<file path="src/rtl/serv_mdu_seq_pkg.sv">
// Shared encodings for the sequential multiply/divide unit: funct3 opcodes,
// FSM states and operand-signedness decode, reusable by the core decoder and benches.
package serv_mdu_seq_pkg;

    localparam logic [2:0] F3_MUL    = 3'b000;
    localparam logic [2:0] F3_MULH   = 3'b001;
    localparam logic [2:0] F3_MULHSU = 3'b010;
    localparam logic [2:0] F3_MULHU  = 3'b011;
    localparam logic [2:0] F3_DIV    = 3'b100;
    localparam logic [2:0] F3_DIVU   = 3'b101;
    localparam logic [2:0] F3_REM    = 3'b110;
    localparam logic [2:0] F3_REMU   = 3'b111;

    localparam logic [31:0] INT_MIN = 32'h8000_0000;
    localparam logic [31:0] ALL_ONE = 32'hFFFF_FFFF;

    typedef enum logic [2:0] {
        ST_IDLE = 3'd0,
        ST_BUSY = 3'd1,
        ST_FIX  = 3'd2,
        ST_DONE = 3'd3,
        ST_HOLD = 3'd4
    } mdu_state_e;

    // MUL only needs the low word, which is sign-agnostic, so it runs unsigned.
    function automatic logic rs1_is_signed(input logic [2:0] f3);
        return (f3 == F3_MULH) || (f3 == F3_MULHSU) || (f3 == F3_DIV) || (f3 == F3_REM);
    endfunction

    function automatic logic rs2_is_signed(input logic [2:0] f3);
        return (f3 == F3_MULH) || (f3 == F3_DIV) || (f3 == F3_REM);
    endfunction

endpackage

</file>
<file path="src/rtl/serv_mdu_step.sv">
// One radix-2 iteration: shift-add for multiply, restoring subtract-shift for divide,
// both sharing a single 33-bit adder/subtractor.
module serv_mdu_step
    import serv_mdu_seq_pkg::*;
(
    input  logic        is_div_i,
    input  logic [63:0] acc_i,
    input  logic [31:0] opnd_i,
    output logic [63:0] acc_o
);

    logic [32:0] op_a;
    logic [33:0] op_b;
    logic [33:0] sum;
    logic        div_ge;
    logic [32:0] mul_hi;

    // Divide: {remainder, next dividend bit}; multiply: upper product half.
    assign op_a = is_div_i ? acc_i[63:31] : {1'b0, acc_i[63:32]};
    assign op_b = is_div_i ? ~{2'b00, opnd_i} : {2'b00, opnd_i};
    assign sum  = {1'b0, op_a} + op_b + {33'd0, is_div_i};

    // A negative difference shows up in bit 33 of the two's-complement result.
    assign div_ge = ~sum[33];
    assign mul_hi = acc_i[0] ? sum[32:0] : {1'b0, acc_i[63:32]};

    always_comb begin
        if (is_div_i) begin
            acc_o = {(div_ge ? sum[31:0] : acc_i[62:31]), acc_i[30:0], div_ge};
        end else begin
            acc_o = {mul_hi, acc_i[31:1]};
        end
    end

endmodule

</file>
<file path="src/rtl/serv_mdu_seq.sv">
// Sequential RV32M multiply/divide unit: 32 radix-2 iterations on magnitudes,
// then a sign-fix cycle, a one-cycle ready pulse and a one-cycle hold-off.
module serv_mdu_seq
    import serv_mdu_seq_pkg::*;
#(
    parameter int DIV_SHORTCUT = 1
)
(
    input  logic        clk,
    input  logic        i_rst_n,
    input  logic        i_mdu_valid,
    input  logic [31:0] i_mdu_rs1,
    input  logic [31:0] i_mdu_rs2,
    input  logic [2:0]  i_mdu_funct3,
    output logic [31:0] o_mdu_rd,
    output logic        o_mdu_ready
);

    mdu_state_e  state_q;
    logic [4:0]  cnt_q;
    logic        ready_q;
    logic [31:0] rd_q;

    logic [63:0] acc_q;
    logic [31:0] opnd_q;
    logic [2:0]  f3_q;
    logic        neg_a_q;
    logic        neg_b_q;
    logic        div_zero_q;

    logic        a_neg;
    logic        b_neg;
    logic [31:0] a_abs;
    logic [31:0] b_abs;
    logic        is_div;
    logic        div_zero;
    logic        div_ovf;
    logic        shortcut;
    logic [63:0] acc_d;
    logic [31:0] opnd_d;
    logic        accept;

    logic [63:0] step_acc;
    logic        neg_res;
    logic [63:0] prod_fix;
    logic [31:0] quo_fix;
    logic [31:0] rem_fix;
    logic [31:0] result;

    assign accept = (state_q == ST_IDLE) && i_mdu_valid;

    always_comb begin
        a_neg    = rs1_is_signed(i_mdu_funct3) & i_mdu_rs1[31];
        b_neg    = rs2_is_signed(i_mdu_funct3) & i_mdu_rs2[31];
        a_abs    = a_neg ? (~i_mdu_rs1 + 32'd1) : i_mdu_rs1;
        b_abs    = b_neg ? (~i_mdu_rs2 + 32'd1) : i_mdu_rs2;
        is_div   = i_mdu_funct3[2];
        div_zero = is_div && (i_mdu_rs2 == 32'd0);
        div_ovf  = is_div && !i_mdu_funct3[0] && (i_mdu_rs1 == INT_MIN) && (i_mdu_rs2 == ALL_ONE);
        shortcut = (DIV_SHORTCUT != 0) && (div_zero || div_ovf);

        // Shortcuts preload the accumulator so the normal sign-fix yields the final answer.
        acc_d  = {32'd0, a_abs};
        opnd_d = b_abs;
        if (!is_div) begin
            acc_d  = {32'd0, b_abs};
            opnd_d = a_abs;
        end else if (shortcut && div_zero) begin
            acc_d = {a_abs, ALL_ONE};
        end else if (shortcut) begin
            acc_d = {32'd0, INT_MIN};
        end
    end

    serv_mdu_step u_step (
        .is_div_i (f3_q[2]),
        .acc_i    (acc_q),
        .opnd_i   (opnd_q),
        .acc_o    (step_acc)
    );

    always_comb begin
        neg_res  = neg_a_q ^ neg_b_q;
        prod_fix = neg_res ? (~acc_q + 64'd1) : acc_q;
        quo_fix  = div_zero_q ? ALL_ONE : (neg_res ? (~acc_q[31:0] + 32'd1) : acc_q[31:0]);
        rem_fix  = neg_a_q ? (~acc_q[63:32] + 32'd1) : acc_q[63:32];
        case (f3_q)
            F3_MUL:                       result = prod_fix[31:0];
            F3_MULH, F3_MULHSU, F3_MULHU: result = prod_fix[63:32];
            F3_DIV, F3_DIVU:              result = quo_fix;
            default:                      result = rem_fix;
        endcase
    end

    // Datapath registers carry no reset; they are always loaded before use.
    always_ff @(posedge clk) begin
        if (accept) begin
            acc_q      <= acc_d;
            opnd_q     <= opnd_d;
            f3_q       <= i_mdu_funct3;
            neg_a_q    <= a_neg;
            neg_b_q    <= b_neg;
            div_zero_q <= div_zero;
        end else if (state_q == ST_BUSY) begin
            acc_q <= step_acc;
        end
    end

    always_ff @(posedge clk or negedge i_rst_n) begin
        if (!i_rst_n) begin
            state_q <= ST_IDLE;
            cnt_q   <= 5'd0;
            ready_q <= 1'b0;
            rd_q    <= 32'd0;
        end else begin
            case (state_q)
                ST_IDLE: begin
                    ready_q <= 1'b0;
                    if (i_mdu_valid) begin
                        cnt_q   <= 5'd0;
                        state_q <= shortcut ? ST_FIX : ST_BUSY;
                    end
                end
                ST_BUSY: begin
                    cnt_q <= cnt_q + 5'd1;
                    if (cnt_q == 5'd31) begin
                        state_q <= ST_FIX;
                    end
                end
                ST_FIX: begin
                    rd_q    <= result;
                    ready_q <= 1'b1;
                    state_q <= ST_DONE;
                end
                ST_DONE: begin
                    ready_q <= 1'b0;
                    state_q <= ST_HOLD;
                end
                // One dead cycle so a valid that lingers after ready is not re-accepted.
                ST_HOLD: begin
                    state_q <= ST_IDLE;
                end
                default: begin
                    ready_q <= 1'b0;
                    state_q <= ST_IDLE;
                end
            endcase
        end
    end

    assign o_mdu_rd    = rd_q;
    assign o_mdu_ready = ready_q;

endmodule

</file>
<file path="config.mk">
export PLATFORM = sky130hd
export DESIGN_NAME = serv_mdu_seq
export DESIGN_NICKNAME = d
export VERILOG_FILES = /design/src/rtl/serv_mdu_seq_pkg.sv /design/src/rtl/serv_mdu_step.sv /design/src/rtl/serv_mdu_seq.sv
export SDC_FILE = /design/constraint.sdc
export NUM_CORES = 1
export LEC_CHECK = 0
export ABC_AREA = 0
export BUFFER_PORTS_ARGS = -buffer_cell sky130_fd_sc_hd__buf_2
export CAP_MARGIN = 20
export CORE_MARGIN = 2
export CORE_UTILIZATION = 62
export CTS_CLUSTER_DIAMETER = 100
export DETAILED_ROUTE_END_ITERATION = 6
export GPL_ROUTABILITY_DRIVEN = 0
export GPL_TIMING_DRIVEN = 1
export PLACE_DENSITY = 0.82
export RECOVER_POWER = 100
export SLEW_MARGIN = 20
export SYNTH_ARGS = -nofsm -noshare
export SYNTH_HDL_FRONTEND = slang
export SYNTH_SLANG_ARGS = --single-unit
</file>
<file path="constraint.sdc">
create_clock -name clk -period 5.4 [get_ports clk]
set_input_delay 0.27 -clock clk [delete_from_list [all_inputs] [get_ports clk]]
set_output_delay 0.27 -clock clk [all_outputs]
set_load 0.01 [all_outputs]
</file>
==> reports/metrics.cfg <==
[run_status]
outcome=finished with violations
violations=DRC, capacitance limit, slew limit

[timing]
drv_slew=90
max_slew_margin=-0.628
rsz0062_at_grt=no
post-route-min-period_ns=4.98
setup_viol=0
fin_crit_sh=0.921
whs_ns=0.0706
fmax_mhz=201
finalHoldViolations=0
tns_ns=0
fin_skew_ns=0.0187
worst_pin_slew_ns=2.44

[worst_setup_path]
worst_path_largest_cell_delay_ns=0.80
r2r-end=acc_q[43]$_DFFE_PP_
rrSetupSlack_ns=0.42
cp_slowest_cell=edfxtp_1
crit_path_frequent_cell=buf_4
r2r_start=f3_q[2]$_DFFE_PP_
crit_family=compound AO/OA/AOI/OAI gates
crit_path_start_kind=flop
worstPathCellList=buf_4 -> xor2_1 -> ha_1 -> and3_1 -> a311oi_1 -> a21oi_1 -> buf_4 -> a31oi_1 -> o21ai_0 -> clkbuf_2 -> or3_1 -> o221ai_1 -> o22ai_1
cp_num_buf_inv=3
worstPathRequired_ns=5.56
cp.arrival_ns=5.14
end_kind=flop
worstPathMaxFanout=22
worstRegToRegCells=13
path_class=flop to flop

[min_path]
hold_path_class=input port to flop
min_to=f3_q[1]$_DFFE_PP_
whs_path_depth=1
holdCritStartpoint=i_mdu_funct3[1]

[drt]
vias_per_cell=7.13
drc=17
avgRoutedWirePerCell_um=23.8
vias=13800
first_iter_violations=2371
drt_pass1_iterations=7
routed_wl_mm=46.0
ant_nets=0

[synth]
synth_most_common_cell=nor2_1
synth_seq_cells=143
synthDominantCellAreaShare=0.225
synthDistinctLibCells=83
syn_area_per_cell_um2=8.37
ys_warn_count=0
synth-seq-area-share=0.300
yosys.area.top_type=edfxtp_1
synth-edff-count=102
synth_area_um2=13600
synthTopCellsByArea=edfxtp_1, dfrtp_1, xor2_1, xnor2_1, a21oi_1
synthesis.nets=1735
dominantRegCellSynth=edfxtp_1
asyncSetResetFlopFracSynth=0.287
syn-instance-count=1626
synth_common_cells=nor2_1, nand2_1, a21oi_1

[clocking]
clk_pin_slew_ns=0.07
h-tree-depth=4
cts_hold_buffers=1
cts_tree=done
clockBufferDepth=2
post-cts-setup-buffers=0
cts.sinks=143
cts-root-buf=clkbuf_16
numCtsBuffers=17
post_cts_resized=0
insertion_delay_ns=0.45

[layout]
drive_gt1_frac=0.112
fillers=1776
final_nets=1746
seqCellArea_um2=4090
area_growth_pct=7.50
multi_input_area_um2=8810
n_antenna_cell=0

[placed_design]
io_buffer_count=102
dpl.hpwl_mm=34.3

[global_routing]
grt_max_degree=74
grt_pass1_vias=12600
grt.total_usage=0.387
overflow=0
grt_pass1_wl_mm=71.1
antenna_found_initial=2

[power_and_ir_drop]
leakage_nw=5.42
p_per_area_nw_per_um2=588
ir_worst_vdd_mv=0.348

[floorplan]
die_h_um=152
coreArea_um2=21700
chipWidth_um=152
rows=54
io_pins=103
dieArea_um2=23200
start_util=0.628

[run]
drv_cap=2

==> how the worst max path moves through the flow <==
stage,start,endpoint,slack [ns],cells past startpoint
2_1_floorplan,f3_q[2]$_DFFE_PP_,acc_q[43]$_DFFE_PP_,0.85,16
3_3_place_gp,f3_q[2]$_DFFE_PP_,acc_q[46]$_DFFE_PP_,0.95,13
3_5_place_dp,f3_q[2]$_DFFE_PP_,acc_q[48]$_DFFE_PP_,0.76,13
4_1_cts,f3_q[2]$_DFFE_PP_,acc_q[48]$_DFFE_PP_,0.74,13
5_1_grt,state_q[0]$_DFFE_PN0P_,acc_q[62]$_DFFE_PP_,0.22,7
6_report,f3_q[2]$_DFFE_PP_,acc_q[43]$_DFFE_PP_,0.42,13
==> metrics by stage <==
stage / cells / area, µm² / util / setup WS [ns] / total power [mW]
6_report: 1930 / 14600 / 0.675 / 0.425 / 8.60
5_1_grt: 1930 / 14600 / 0.675 / 0.220 / 9.03
4_1_cts: 1930 / 14800 / 0.681 / 0.739 / 8.37
3_5_place_dp: 1897 / 14200 / 0.653 / 0.765 / 7.13
3_3_place_gp: 1897 / 14200 / 0.653 / 0.953 / 6.99
2_1_floorplan: 1626 / 13600 / - / 0.853 / 5.77
==> layout by cell type (no fill, tap or decap), types with 40 or more instances in the layout <==
cell	n
a21oi_1	133
buf_2	64
clkbuf_1	40
dfrtp_1	41
edfxtp_1	102
mux2_2	43
mux2i_1	40
nand2_1	137
nor2_1	139
o21ai_0	136
xnor2_1	85
xor2_1	115
==> report_power, final <==
group	leakage, nW	switching (mW)	internal (mW)	total [mW]
clock network	0.298	0.591	0.628	1.22
logic	3.60	2.91	1.91	4.82
registers	1.52	0.778	1.79	2.56
total	5.42	4.28	4.33	8.60
==> flip-flops by register name, indices dropped and copies added, names as in the netlist <==
signal / flops
f3_q: 3
cnt_q: 5
o_mdu_ready: 1
o_mdu_rd: 32
div_zero_q: 1
opnd_q: 32
acc_q: 64
state_q: 3
neg_a_q: 1
neg_b_q: 1
==> layer usage <==
metal  GRT usage  vias up  wire (µm)
met5           0        -          0
met1       0.507     6217      16800
met4       0.216        0       3200
li1            -     6093          -
met3       0.116      254       6710
met2       0.574     1190      19300
==> cell type report <==
type	count	share of cell area
Clock buffer	17	0.0291
Clock inverter	15	0.0129
Inverter	31	0.00795
Multi-Input combinational cell	1317	0.602
Sequential cell	143	0.279
Tap cell	280	0.0239
Timing Repair Buffer	127	0.0448
==> cells by family after synthesis <==
kind of cell    share of synthesized area
compound gates                      0.246
xor+xnor                            0.130
fa+ha+maj                          0.0364
buf+inv                            0.0476
flops                               0.300
mux                                0.0650
simple gates                        0.175
No activity file was read; power rests on OpenSTA's default activity.
